### config.mk
export PLATFORM = sky130hd
export DESIGN_NAME = cc_ben_unit
export DESIGN_NICKNAME = d
export VERILOG_FILES = /design/src/rtl/cc_pkg.sv /design/src/rtl/cc_lifo.sv /design/src/rtl/cc_ben_unit.sv
export SDC_FILE = /design/constraint.sdc
export NUM_CORES = 1
export LEC_CHECK = 0
export BUFFER_PORTS_ARGS = -buffer_cell sky130_fd_sc_hd__buf_2
export CORE_AREA = 2 2 57 59
export DETAILED_ROUTE_END_ITERATION = 6
export DIE_AREA = 0 0 59 61
export PLACE_DENSITY_LB_ADDON = 0.08
export SYNTH_ARGS = -nofsm -noshare
export SYNTH_HDL_FRONTEND = slang
export SYNTH_HIERARCHICAL = 1
export SYNTH_SLANG_ARGS = --single-unit
### constraint.sdc
create_clock -name Clk -period 2.1 [get_ports Clk]
set_clock_uncertainty 0.2 [all_clocks]
set_input_delay 0.525 -clock Clk [delete_from_list [all_inputs] [get_ports Clk]]
set_output_delay 0.525 -clock Clk [all_outputs]
set_load 0.02 [all_outputs]
### src/rtl/cc_pkg.sv
// Shared types and constants for the condition-code / branch-enable unit.
package cc_pkg;

    typedef logic [2:0] nzp_t;

    localparam nzp_t NZP_N     = 3'b100;
    localparam nzp_t NZP_Z     = 3'b010;
    localparam nzp_t NZP_P     = 3'b001;
    localparam nzp_t NZP_RESET = NZP_Z;

    // Width-independent CC decode: the caller reduces the bus to a zero flag
    // and its sign bit, so one function serves every DATA_W.
    function automatic nzp_t calc_nzp(input logic is_zero, input logic sign);
        nzp_t v;
        if (is_zero)   v = NZP_Z;
        else if (sign) v = NZP_N;
        else           v = NZP_P;
        return v;
    endfunction

endpackage

### src/rtl/cc_lifo.sv
// DEPTH x 3-bit stack of saved condition codes with occupancy count and
// sticky overflow/underflow flags. Push+Pop together is a no-op.
module cc_lifo
    import cc_pkg::*;
#(
    parameter int DEPTH = 4,
    parameter int CNT_W = $clog2(DEPTH + 1)
) (
    input  logic             Clk,
    input  logic             Reset,
    input  logic             i_push,
    input  logic             i_pop,
    input  logic [2:0]       i_din,
    output logic [2:0]       o_top,
    output logic             o_pop_ok,
    output logic [CNT_W-1:0] o_count,
    output logic             o_full,
    output logic             o_empty,
    output logic             o_err_ovf,
    output logic             o_err_unf
);

    // Address width; storage is rounded up to a power of two so a truncated
    // count always indexes a real entry.
    localparam int AW = (DEPTH > 1) ? $clog2(DEPTH) : 1;

    logic [2:0]       r_mem [0:(1<<AW)-1];
    logic [CNT_W-1:0] r_count;
    logic             r_err_ovf;
    logic             r_err_unf;

    logic             w_push_ok;
    logic             w_pop_ok;
    logic             w_ovf;
    logic             w_unf;
    logic [CNT_W-1:0] w_cnt_m1;
    logic [AW-1:0]    w_wr_idx;
    logic [AW-1:0]    w_rd_idx;

    assign o_full   = (r_count == CNT_W'(DEPTH));
    assign o_empty  = (r_count == '0);

    // Simultaneous push and pop cancel out: neither legal nor an error.
    assign w_push_ok = i_push & ~i_pop & ~o_full;
    assign w_pop_ok  = i_pop & ~i_push & ~o_empty;
    assign w_ovf     = i_push & ~i_pop & o_full;
    assign w_unf     = i_pop & ~i_push & o_empty;

    assign w_cnt_m1 = r_count - CNT_W'(1);
    assign w_wr_idx = r_count[AW-1:0];
    assign w_rd_idx = w_cnt_m1[AW-1:0];

    assign o_top     = r_mem[w_rd_idx];
    assign o_pop_ok  = w_pop_ok;
    assign o_count   = r_count;
    assign o_err_ovf = r_err_ovf;
    assign o_err_unf = r_err_unf;

    // Entry storage; contents are don't-care after reset.
    always_ff @(posedge Clk) begin
        if (!Reset && w_push_ok) r_mem[w_wr_idx] <= i_din;
    end

    // Occupancy count and sticky error flags.
    always_ff @(posedge Clk) begin
        if (Reset) begin
            r_count   <= '0;
            r_err_ovf <= 1'b0;
            r_err_unf <= 1'b0;
        end else begin
            if (w_push_ok)     r_count <= r_count + CNT_W'(1);
            else if (w_pop_ok) r_count <= w_cnt_m1;
            if (w_ovf) r_err_ovf <= 1'b1;
            if (w_unf) r_err_unf <= 1'b1;
        end
    end

endmodule

### src/rtl/cc_ben_unit.sv
// LC-3 condition-code and branch-enable unit with a LIFO of saved NZP
// values for the interrupt/RTI path.
module cc_ben_unit
    import cc_pkg::*;
#(
    parameter int DATA_W = 16,
    parameter int DEPTH  = 4,
    parameter int CNT_W  = $clog2(DEPTH + 1)
) (
    input  logic              Clk,
    input  logic              Reset,
    input  logic              LD_CC,
    input  logic [DATA_W-1:0] bus,
    input  logic              LD_BEN,
    input  logic [2:0]        ir_nzp,
    input  logic              Push,
    input  logic              Pop,
    output logic [2:0]        NZP,
    output logic              BEN,
    output logic [CNT_W-1:0]  cc_count,
    output logic              cc_full,
    output logic              cc_empty,
    output logic              err_ovf,
    output logic              err_unf
);

    nzp_t r_nzp;
    logic r_ben;
    nzp_t w_calc;
    nzp_t w_top;
    logic w_pop_ok;

    assign w_calc = calc_nzp(bus == '0, bus[DATA_W-1]);

    // The stack always saves the pre-edge NZP, so Push+LD_CC keeps the old value.
    cc_lifo #(.DEPTH(DEPTH), .CNT_W(CNT_W)) u_lifo (
        .Clk       (Clk),
        .Reset     (Reset),
        .i_push    (Push),
        .i_pop     (Pop),
        .i_din     (r_nzp),
        .o_top     (w_top),
        .o_pop_ok  (w_pop_ok),
        .o_count   (cc_count),
        .o_full    (cc_full),
        .o_empty   (cc_empty),
        .o_err_ovf (err_ovf),
        .o_err_unf (err_unf)
    );

    // NZP register: a legal restore beats a bus load, otherwise hold.
    always_ff @(posedge Clk) begin
        if (Reset)         r_nzp <= NZP_RESET;
        else if (w_pop_ok) r_nzp <= w_top;
        else if (LD_CC)    r_nzp <= w_calc;
    end

    // BEN samples the NZP value registered before this edge.
    always_ff @(posedge Clk) begin
        if (Reset)       r_ben <= 1'b0;
        else if (LD_BEN) r_ben <= |(ir_nzp & r_nzp);
    end

    assign NZP = r_nzp;
    assign BEN = r_ben;

endmodule

---- Yosys cells after proc, flatten, opt, wreduce, memory -nomap -nowiden ----
Memory sizes are Yosys's and may differ from the RTL's.
Index checks and enable logic that the tools add are counted.
operators by class
  add/subtract/negate cells ............... 2
  equality and inequality tests ........... 1
  multiplexer cells ....................... 8
  bitwise gates (word level) .............. 11
  reductions and logical operators ........ 7
operators with widths
  cell                                              number
  two-way mux 3 bit                                 6
  zero test 16 bit                                  1
  AND 1 bit                                         6
  NOT 1 bit                                         4
  nonzero test 2 bit                                2
  adder 3 x 1 -> 3 bit, second input constant       1
  AND 3 bit                                         1
  == test 3 bit, second input constant              1
  zero test 3 bit                                   1
  OR reduction 3 bit                                1
  subtractor 3 x 1 -> 3 bit, second input constant  1
  two-way mux 1 bit                                 2
  logical AND 1 bit                                 1
  zero test 1 bit                                   1
word-level totals
  register bits after elaboration ......... 9
  bits in writable memories ............... 12
  output and inout port bits .............. 11
  logic and storage cells ................. 35
  memories ................................ 1
memories
  memory        depth  width  read ports  clocked after memory_dff  write ports  RTL line       RTL
  u_lifo.r_mem  4      3      1           0                         1            cc_lifo.sv:27  logic [2:0] r_mem [0:(1<<AW)-1];

---- Depth between registers and ports, before layout ----
Gate-level depths: netlist of the first run.
  word-level depth ........................ 6
  gate-level depth with buffers ........... 7

---- By module ----
Netlist of the first run, hierarchy kept.
modules (own cells, without submodules)
  module       times used  cells an instance  area each (sq um)
  cc_lifo      1           59                 784.5
  cc_ben_unit  1           24                 216.5

---- Worst setup path before layout of the first run ----
No wires, ideal clock.
  kind .................................... reg-to-reg
  start point ............................. reg u_lifo.r_count[0], in the netlist u_lifo/o_count[0]
  end point ............................... reg r_nzp[1], in the netlist NZP[1]
  arrival ................................. 2092 ps
  setup slack ............................. -314 ps
  stages on the path, launching flop included .. 8
  clock period less this slack ............ 2414 ps
  path through ............................ dfxtp_1 inv_1 ha_1 ha_1 nor3b_2 or2b_1 a21oi_1 a31oi_1
on the way
  cells in the longest elaborated chain, start to end .. 4
  elaborated cells between the ends (all ways) .. 7
ends and longest elaborated chain
  what                                                            RTL line           RTL
  start: declaration                                              cc_lifo.sv:28      logic [CNT_W-1:0] r_count;
  start signal: assignment                                        cc_lifo.sv:71      if (w_push_ok) r_count <= r_count + CNT_W'(1);
  start signal: assignment                                        cc_lifo.sv:72      else if (w_pop_ok) r_count <= w_cnt_m1;
  zero test 3 bit *                                               cc_lifo.sv:41      assign o_empty = (r_count == '0);
  named net cc_empty                                              cc_ben_unit.sv:22  output logic cc_empty,
  NOT 1 bit *                                                     cc_lifo.sv:45      assign w_pop_ok = i_pop & ~i_push & ~o_empty;
  AND 1 bit *                                                     cc_lifo.sv:45
  named net w_pop_ok                                              cc_ben_unit.sv:31  logic w_pop_ok;
  two-way mux 3 bit / nonzero test 2 bit (equally long branches)  --
  end signal: assignment                                          cc_ben_unit.sv:54  else if (w_pop_ok) r_nzp <= w_top;
  end signal: assignment                                          cc_ben_unit.sv:55  else if (LD_CC) r_nzp <= w_calc;
  end: declaration                                                cc_ben_unit.sv:27  nzp_t r_nzp;
The timed path passes the listed nets; every way through them passes the cells marked *.
A chain may end at the register's enable or synchronous reset.

---- Worst setup path in the final report of the first run ----
  start point ............................. reg u_lifo.r_count[1], in the netlist u_lifo/o_count[1]
  end point ............................... out cc_empty
on the way
  cells in the longest elaborated chain, start to end .. 1
ends and longest elaborated chain
  what              RTL line
  zero test 3 bit   cc_lifo.sv:41
  end: declaration  cc_ben_unit.sv:22
Every way passes these cells.

==> results of run 1 <==
## path summary, 6_finish.rpt
kind	startpoint	endpoint	cells after the start
max	u_lifo/o_count[1]	cc_empty	4
min	LD_BEN	BEN	2
max reg2reg	u_lifo/o_count[1]	NZP[0]	8
min reg2reg	u_lifo/o_err_ovf	u_lifo/o_err_ovf	2
## worst register-to-register path: stages, from the launching register on
cell and delay (ns):
sky130_fd_sc_hd__dfxtp_4 0.37, sky130_fd_sc_hd__inv_1 0.07, sky130_fd_sc_hd__ha_1 0.23, sky130_fd_sc_hd__ha_4 0.19, sky130_fd_sc_hd__nor3b_4 0.31, sky130_fd_sc_hd__buf_4 0.20, sky130_fd_sc_hd__nor3b_1 0.05, sky130_fd_sc_hd__a21oi_1 0.12
sky130_fd_sc_hd__o2bb2ai_1 0.08
## state kept, by name, summed over array words and instances, names as in the netlist
name	cells
NZP	3
u_lifo/o_count	3
u_lifo/r_mem	12
u_lifo/o_err_unf	1
u_lifo/o_err_ovf	1
BEN	1
## metrics by stage
step	cell area (um2)	hold WS, ns	utilization	instances
floorplan	1015	0.3243	-	83
global placement	1250	0.2587	0.4233	153
detailed placement	1250	0.2567	0.4233	153
CTS	1291	0.1948	0.4373	157
global route	1309	0.1963	0.4432	159
finish	1309	0.2139	0.4432	159
## per-layer routing
layer,vias to the layer above,track usage,routed length (um)
li1,395,-,-
met1,390,0.1682,967
met2,10,0.2603,1208
met3,2,0.02345,56
met4,0,0.06818,21
met5,-,0,0
## what timing repair did
action,4_1_cts,5_1_grt
setup endpoints to repair,1,2
resized for setup,4,1
pin swaps,0,0
setup buffers,0,2
## synthesized netlist by cell type, drive strengths merged, types with 2 or more instances
master	n
a31oi	2
inv	6
a21oi	7
nand2	3
mux4	3
dfxtp	9
ha	6
mux2i	2
nor2	7
edfxtp	12
nor4	4
and2	3
nor3b	2
## layout make-up
class / instances / area share
sequential: 21 / 0.4187
multi-input combinational: 55 / 0.3480
timing repair buffer: 40 / 0.1644
tap: 33 / 0.03155
clock buffer: 4 / 0.02008
inverter: 6 / 0.01721
## power by group through the flow
stage | clock [mW] | combinational, mW | sequential, mW
floorplan | 0 | 0.209 | 0.551
global placement | 0 | 0.371 | 0.522
detailed placement | 0 | 0.371 | 0.523
CTS | 0.203 | 0.396 | 0.515
global route | 0.217 | 0.450 | 0.516
finish | 0.188 | 0.405 | 0.510
## logic make-up (layout without fill, tap and decap cells)
family	Yosys count	after routing	share of synthesized area
xor gates and xnor gates	1	1	0.008752
buffers and inverters	7	50	0.02624
DFF	21	21	0.5400
muxes	6	6	0.09875
adders and majority gates	6	6	0.07500
AOI/OAI and AO/OA	14	14	0.09250
and+or+nand+nor	28	28	0.1588
==> impl_metrics.env, run 1 <==
export IMPL_run_status="finished clean"
export IMPL_p_leak_nw=0.5353
export IMPL_timing_max_cap_violations=0
export IMPL_finalSetupTns_ns=0
export IMPL_die_area_um2=3599
export IMPL_post_route_cells_drive_above_1_share=0.4206
export IMPL_antenna_violating_nets_post_route=0
export IMPL_gr_total_overflow=0
export IMPL_worst_setup_path_start_kind="flop"
export IMPL_cpPeakStageDelay_ns=0.37
export IMPL_timing_critical_path_max_delay_family="adder cells"
export IMPL_syn_area_cell_um2=12.06
export IMPL_vdd_ir_drop_worst_mv=0.3848
export IMPL_layout_area_overhead_vs_synth_pct=30.75
export IMPL_timing_slew_headroom=0.6854
export IMPL_floorplan_die_height_um=61
export IMPL_async_flop_share=0
export IMPL_tightestPinTransition_ns=0.4683
export IMPL_synth_largest_type_area_fraction=0.3600
export IMPL_detail_route_vias_per_cell=5.013
export IMPL_wirelength_mm=2.253
export IMPL_syn_num_nets=114
export IMPL_synth_enable_flop_cells=12
export IMPL_multi_input_area_um2=455.4
export IMPL_mostFrequentLayoutCell="sky130_fd_sc_hd__buf_2"
export IMPL_seqPwrFrac=0.462
export IMPL_p_per_area_nw_per_um2=842.8
export IMPL_synthesis_stage_register_bit_count=21
export IMPL_grt_total_usage=0.1447
export IMPL_detailedRoute_firstIterationViolations=26
export IMPL_power_switching_fraction=0.3207
export IMPL_port_buffers=35
export IMPL_layout_area_seq_um2=548.0
export IMPL_cts_buffers_inserted=3
export IMPL_clock_fmax_mhz=491.6
export IMPL_timing_final_max_slew_violations=0
export IMPL_critical_path_start_end_classification="flop to primary output"
export IMPL_layout_worst_path_cycle_share=0.9686
export IMPL_power_share_combinational=0.367
export IMPL_worstPathBufferInverterCount=2
export IMPL_unrepaired_setup_endpoints_after_global_routing="no"
export IMPL_netlist_instances=83
export IMPL_synth_main_ff_cell="sky130_fd_sc_hd__edfxtp_1"
export IMPL_setup_violations_final=0
export IMPL_final_net_count=158
export IMPL_cts_sinks=21
export IMPL_synth_area_top_cells="sky130_fd_sc_hd__edfxtp_1 (36%), sky130_fd_sc_hd__dfxtp_1 (18%), sky130_fd_sc_hd__ha_1 (7.5%)"
export IMPL_layout_common_cells="sky130_fd_sc_hd__buf_2 (34), sky130_fd_sc_hd__edfxtp_1 (12), sky130_fd_sc_hd__dfxtp_1 (7), sky130_fd_sc_hd__a21oi_1 (7), sky130_fd_sc_hd__nor2_1 (7)"
export IMPL_power_switching_uw=353.7
export IMPL_cts_hold_repair_buffers=0
export IMPL_worstSkewPairLatency_ns=0.30
export IMPL_clock_transition_at_the_registers_of_the_reported_paths_ns=0.11
export IMPL_place_hpwl_mm=1.737
export IMPL_dieWidth_um=59
export IMPL_floorplan_initialDensity=0.3390
export IMPL_share_of_the_yosys_chip_area_belonging_to_registers=0.5400
export IMPL_cts_path_max_buffers=2
export IMPL_yosysWarnings=6
export IMPL_first_pass_grt_wire_length_mm=3.726
export IMPL_internal_power_uw=749.3
export IMPL_worst_ep_arrival_time_ns=1.31
export IMPL_mean_routed_wirelength_per_cell_um=14.17
export IMPL_total_number_of_placement_rows=20
export IMPL_htree_levels=1
export IMPL_drtPass1Iterations=4
export IMPL_crit_path_end_kind="primary output"
export IMPL_gp_congestion=0.7384
export IMPL_cts_tree="done"
export IMPL_number_of_global_route_vias_before_repair=809
export IMPL_power_clock_fraction=0.171
export IMPL_final_critical_path_setup_slack_ns=0.06595
export IMPL_drc_errors_left=0
export IMPL_pin_count_of_the_biggest_net_entering_global_routing=15
export IMPL_post_synth_num_cell_types=31
export IMPL_worstPathCellList="inv_1 > ha_1 > ha_4 > buf_4"
export IMPL_pre_cts_slack_ns=0.1246
export IMPL_worst_ep_required_time_ns=1.37
export IMPL_antenna_found_initial=0
export IMPL_post_route_min_period_ns=2.034
export IMPL_min_path_type="input pin to flop"
export IMPL_fillerInstances=308
export IMPL_core_area_um2=2953
export IMPL_worst_path_max_delay_cell="sky130_fd_sc_hd__dfxtp_4"
export IMPL_crit_path_max_fanout=4
export IMPL_boundaryPins=36
export IMPL_total_power_consumption_mw=1.103
export IMPL_synthesis_area_um2=1001
export IMPL_r2r_setup_slack_ns=0.17
export IMPL_hold_violations=0
export IMPL_dr_total_vias=797
export IMPL_insertedDiodeCount=0
export IMPL_biggest_area_consumer_among_synthesized_cells="sky130_fd_sc_hd__edfxtp_1"
export IMPL_cts_root_buf="sky130_fd_sc_hd__clkbuf_4"
No activity file was read; power rests on OpenSTA's default activity.
==> run 2, diff against run 1 <==
BUFFER_PORTS_ARGS = -buffer_cell sky130_fd_sc_hd__buf_4   (was -buffer_cell sky130_fd_sc_hd__buf_2)
==> run 2 against run 1 <==
  * Maximum frequency increased by 1.0%
  * Sequential share of layout area decreased by 2.3 points
  * Clock power increased by 5%
  * Cell area rose by 5.8%
  * First-iteration DRC count is 35% lower
  * Sequential cell count did not move
  * Core utilization rose by 2.6 points
  * Total power rose by 1.4%
  * Count of clock-buffer cells in the layout down 1
  * Critical path depth did not move
  * Worst setup slack better by 0.021 ns
  * Non-clock buffer count unchanged
  * Largest cell class unchanged
  * Largest power group unchanged
==> impl_metrics.env, run 2 (same netlist as run 1, synthesis figures left out) <==
export IMPL_run_status="finished clean"
export IMPL_grt_total_usage=0.1456
export IMPL_cts_tree="done"
export IMPL_detailedRoute_firstIterationViolations=17
export IMPL_floorplan_initialDensity=0.3390
export IMPL_mean_routed_wirelength_per_cell_um=14.38
export IMPL_worstSkewPairLatency_ns=0.30
export IMPL_cts_sinks=21
export IMPL_die_area_um2=3599
export IMPL_port_buffers=35
export IMPL_detail_route_vias_per_cell=5.069
export IMPL_vdd_ir_drop_worst_mv=0.3594
export IMPL_utilization=0.4691
export IMPL_place_hpwl_mm=1.833
export IMPL_grt_use_met2=0.2619
export IMPL_post_route_cells_drive_above_1_share=0.4365
export IMPL_final_net_count=158
export IMPL_insertedDiodeCount=0
export IMPL_htree_levels=1
export IMPL_cts_root_buf="sky130_fd_sc_hd__clkbuf_4"
export IMPL_dr_total_vias=806
export IMPL_crit_path_max_fanout=5
export IMPL_wirelength_mm=2.287
export IMPL_timing_final_max_slew_violations=0
export IMPL_first_pass_grt_wire_length_mm=3.829
export IMPL_finalSetupTns_ns=0
export IMPL_worst_ep_required_time_ns=1.37
export IMPL_timing_max_cap_violations=0
export IMPL_unrepaired_setup_endpoints_after_global_routing="no"
export IMPL_global_route_usage_met1=0.1656
export IMPL_layout_common_cells="sky130_fd_sc_hd__buf_4 (40), sky130_fd_sc_hd__edfxtp_1 (12), sky130_fd_sc_hd__dfxtp_1 (7), sky130_fd_sc_hd__a21oi_1 (7), sky130_fd_sc_hd__nor2_1 (7)"
export IMPL_total_number_of_placement_rows=20
export IMPL_pin_count_of_the_biggest_net_entering_global_routing=15
export IMPL_antenna_found_initial=0
export IMPL_worst_ep_arrival_time_ns=1.29
export IMPL_antenna_violating_nets_post_route=0
export IMPL_clock_transition_at_the_registers_of_the_reported_paths_ns=0.12
export IMPL_setup_violations_final=0
export IMPL_post_route_min_period_ns=2.013
export IMPL_dieWidth_um=59
export IMPL_layout_worst_path_cycle_share=0.9587
export IMPL_boundaryPins=36
export IMPL_grt_busiest_layer="met2"
export IMPL_timing_slew_headroom=0.8265
export IMPL_cts_buffers_inserted=3
export IMPL_post_cts_setup_buffer_count=0
export IMPL_p_leak_nw=0.5593
export IMPL_crit_path_end_kind="primary output"
export IMPL_min_path_type="input pin to flop"
export IMPL_reg_with_most_ffs="u_lifo/r_mem"
export IMPL_globalRouteMet3Util=0.03198
export IMPL_floorplan_die_height_um=61
export IMPL_cts_path_max_buffers=2
export IMPL_core_area_um2=2953
export IMPL_hold_depth=2
export IMPL_tightestPinTransition_ns=0.2567
export IMPL_number_of_global_route_vias_before_repair=854
export IMPL_worst_setup_path_start_kind="flop"
export IMPL_gr_total_overflow=0
export IMPL_clock_fmax_mhz=496.7
export IMPL_reg2regPathDepth=7
export IMPL_gp_congestion=0.7613
export IMPL_largest_reg_flops=12
export IMPL_drtPass1Iterations=4
export IMPL_drc_errors_left=0
export IMPL_hold_violations=0
export IMPL_mostFrequentLayoutCell="sky130_fd_sc_hd__buf_4"
export IMPL_critical_path_start_end_classification="flop to primary output"
export IMPL_layout_area_overhead_vs_synth_pct=38.38
export IMPL_p_per_area_nw_per_um2=807.3
run 2: cell types whose count changed in the layout (fill, tap and decap cells not counted), sizes merged:
cell / delta
clkbuf: -1
clkinv: +1
run 2: path summary, 6_finish.rpt:
| check | endpoint | slack [ns] | start |
|---|---|---|---|
| max | cc_empty | 0.09 | u_lifo/o_count[1] |
| min | BEN | 0.19 | LD_BEN |
| max reg2reg | u_lifo/o_count[2] | 0.25 | u_lifo/o_count[1] |
| min reg2reg | u_lifo/o_err_ovf | 0.28 | u_lifo/o_err_ovf |
run 2: routing by layer:
layer,wire length [um],part of all wire
met2,1219,0.53
met3,102,0.045
met1,946,0.41
met4,19,0.0083
met5,0,0
run 2: metrics by stage:
| step | total power, mW | area, um2 | instances | hold WS [ns] | setup slack, ns |
|---|---|---|---|---|---|
| floorplan | 0.7594 | 1015 | 83 | 0.3243 | 0.06681 |
| global placement | 0.9338 | 1353 | 155 | 0.2569 | 0.2550 |
| detailed placement | 0.9338 | 1353 | 155 | 0.2608 | 0.1916 |
| CTS | 1.132 | 1380 | 159 | 0.1718 | 0.01192 |
| global route | 1.192 | 1385 | 159 | 0.1656 | 0.0001253 |
| finish | 1.118 | 1385 | 159 | 0.1894 | 0.08674 |
run 2: cell type report:
type,instances,area (um2)
multi-input combinational,55,445.4
clock buffer,3,22.52
inverter,6,22.52
sequential,21,548.0
timing repair buffer,40,300.3
clock inverter,1,5.005
tap,33,41.29
fill,282,1568
run 2: repair_timing:
item / in CTS / in global routing
gates resized for setup: 0 / 4
endpoints found under the setup margin: 0 / 4
hold buffers: 0 / 0
run 2: power breakdown:
part | switching [mW] | leakage [nW] | internal [mW]
registers | 0.0339 | 0.185 | 0.478
clock network | 0.127 | 0.0177 | 0.0709
logic | 0.202 | 0.357 | 0.207
total | 0.363 | 0.559 | 0.755
run 2: worst max-delay path, cell delays in order (launching register included):
cell and delay [ns]:
sky130_fd_sc_hd__dfxtp_4 0.38, sky130_fd_sc_hd__inv_2 0.07, sky130_fd_sc_hd__ha_2 0.17, sky130_fd_sc_hd__ha_2 0.21, sky130_fd_sc_hd__buf_4 0.15
==> run 3, diff against run 2 <==
--- a/constraint.sdc
+++ b/constraint.sdc
@@ -4,2 +4,2 @@
 set_output_delay 0.525 -clock Clk [all_outputs]
-set_load 0.02 [all_outputs]
+set_load 0.05 [all_outputs]
==> run 3 against run 2 <==
  * Final cell count fell by 1.3%
  * Core utilization increased by 0.30 points
  * Maximum frequency rose by 1.1%
  * Count of clock-buffer cells in the layout grew 1
  * Via count shrank 0.37%
  * Non-clock buffer count fell by 2
  * Worst hold slack improved by 0.020 ns
  * Sequential cell count unchanged
  * Sequential power about the same
  * Combinational power increased by 29%
  * Sequential share of layout area shrank 0.16 points
  * Critical endpoint unchanged
  * Highest routed layer unchanged
==> impl_metrics.env, run 3 (same netlist as run 1, synthesis figures left out) <==
export IMPL_place_hpwl_mm=1.847
export IMPL_layout_worst_path_cycle_share=0.9483
export IMPL_post_route_cells_drive_above_1_share=0.4435
export IMPL_critical_path_start_end_classification="flop to primary output"
export IMPL_run_status="finished clean"
export IMPL_p_leak_nw=0.5488
export IMPL_cpPeakStageDelay_ns=0.36
export IMPL_floorplan_die_height_um=61
export IMPL_fillerInstances=280
export IMPL_crit_path_end_kind="primary output"
export IMPL_power_clock_fraction=0.152
export IMPL_boundaryPins=36
export IMPL_htree_levels=1
export IMPL_number_of_global_route_vias_before_repair=812
export IMPL_internal_power_uw=782.4
export IMPL_final_area_um2=1394
export IMPL_worstSkewPairLatency_ns=0.29
export IMPL_cts_buffers_inserted=3
export IMPL_setup_violations_final=0
export IMPL_core_area_um2=2953
export IMPL_total_number_of_placement_rows=20
export IMPL_cts_root_buf="sky130_fd_sc_hd__clkbuf_4"
export IMPL_crit_path_max_fanout=4
export IMPL_finalSetupTns_ns=0
export IMPL_drc_errors_left=0
export IMPL_clock_fmax_mhz=502.1
export IMPL_gp_congestion=0.7493
export IMPL_reg_with_most_ffs="u_lifo/r_mem"
export IMPL_antenna_found_initial=0
export IMPL_detail_route_vias_per_cell=5.115
export IMPL_layout_area_overhead_vs_synth_pct=39.25
export IMPL_timing_max_cap_violations=0
export IMPL_worst_path_max_delay_cell="sky130_fd_sc_hd__dfxtp_4"
export IMPL_p_per_area_nw_per_um2=882.8
export IMPL_hold_violations=0
export IMPL_floorplan_initialDensity=0.3390
export IMPL_worst_setup_path_start_kind="flop"
export IMPL_utilization=0.4720
export IMPL_worst_ep_required_time_ns=1.37
export IMPL_die_area_um2=3599
export IMPL_timing_final_max_slew_violations=0
export IMPL_first_pass_grt_wire_length_mm=3.767
export IMPL_worst_hold_slack_ns=0.2094
export IMPL_cts_path_max_buffers=2
export IMPL_cts_hold_repair_buffers=0
export IMPL_clock_transition_at_the_registers_of_the_reported_paths_ns=0.11
export IMPL_worstPathCellList="inv_2 > ha_2 > ha_4 > buf_6"
export IMPL_final_net_count=156
export IMPL_gr_total_overflow=0
export IMPL_dieWidth_um=59
export IMPL_power_switching_fraction=0.3641
export IMPL_cts_sinks=21
export IMPL_tightestPinTransition_ns=0.3095
export IMPL_antenna_violating_nets_post_route=0
export IMPL_wirelength_mm=2.312
export IMPL_power_share_combinational=0.429
export IMPL_worst_ep_arrival_time_ns=1.27
export IMPL_insertedDiodeCount=0
export IMPL_drtPass1Iterations=4
export IMPL_unrepaired_setup_endpoints_after_global_routing="no"
export IMPL_min_path_type="input pin to flop"
export IMPL_cts_tree="done"
export IMPL_power_switching_uw=448.1
export IMPL_vdd_ir_drop_worst_mv=0.4118
export IMPL_seqPwrFrac=0.418
export IMPL_largest_reg_flops=12
export IMPL_mostFrequentLayoutCell="sky130_fd_sc_hd__buf_4"
export IMPL_detailedRoute_firstIterationViolations=31
export IMPL_mean_routed_wirelength_per_cell_um=14.73
export IMPL_timing_slew_headroom=0.7934
export IMPL_grt_total_usage=0.1476
export IMPL_port_buffers=35
export IMPL_total_power_consumption_mw=1.231
export IMPL_post_dp_cell_area_um2=1354
export IMPL_layout_common_cells="sky130_fd_sc_hd__buf_4 (36), sky130_fd_sc_hd__edfxtp_1 (12), sky130_fd_sc_hd__a21oi_1 (7), sky130_fd_sc_hd__nor2_1 (7), sky130_fd_sc_hd__dfxtp_1 (6)"
export IMPL_dr_total_vias=803
export IMPL_pin_count_of_the_biggest_net_entering_global_routing=15
export IMPL_post_route_min_period_ns=1.991
==> run 3: cell types whose count changed in the layout (fill, tap and decap cells not counted), sizes merged <==
cell | before | now
buf | 40 | 38
clkbuf | 3 | 4
clkinv | 1 | 0
==> run 3: layout make-up <==
cell class              count  area (um2)  share of cell area
multi-input cells          55       457.9              0.3285
well taps                  33       41.29             0.02962
repair buffers             38       296.5              0.2127
clock buffers               4       26.28             0.01885
inverters                   6       22.52             0.01616
flip-flops and latches     21       549.3              0.3941
==> run 3: stage by stage <==
stage | instances | setup slack, ns
3_5_place_dp | 153 | 0.1812
2_1_floorplan | 83 | 0.03832
4_1_cts | 157 | 0.01638
3_3_place_gp | 153 | 0.2029
5_1_grt | 157 | 0.01471
6_report | 157 | 0.1085
==> run 3: worst paths after layout <==
| kind | start | endpoint | slack, ns | cells after the start |
|---|---|---|---|---|
| max | u_lifo/o_count[0] | cc_empty | 0.11 | 4 |
| min | LD_BEN | BEN | 0.21 | 2 |
| max reg2reg | u_lifo/o_count[1] | u_lifo/o_count[2] | 0.22 | 7 |
| min reg2reg | u_lifo/o_err_ovf | u_lifo/o_err_ovf | 0.29 | 2 |
==> run 3: metal layers <==
metal | global-route usage | part of all wire
met4 | 0.05195 | 0.0065
met3 | 0.03412 | 0.026
met1 | 0.1611 | 0.39
met2 | 0.2794 | 0.57
met5 | 0 | 0
==> run 3: power by group through the flow <==
stage	registers (mW)	clock network (mW)	logic (mW)
4_1_cts	0.516	0.197	0.518
6_report	0.515	0.187	0.528
3_3_place_gp	0.525	0	0.509
5_1_grt	0.521	0.215	0.572
2_1_floorplan	0.613	0	0.263
3_5_place_dp	0.526	0	0.516
==> run 3: critical path, delay by kind of cell (launching register included) <==
family	cells	cell delay [ns]
fa+ha+maj	2	0.37
buf+inv	2	0.25
flops	1	0.36
==> run 3: repair_timing <==
action / 4_1_cts / 5_1_grt
endpoints found under the setup margin: 0 / 2
endpoints found under the hold margin: 0 / 0
resized for setup: 0 / 6
setup buffers: 0 / 0
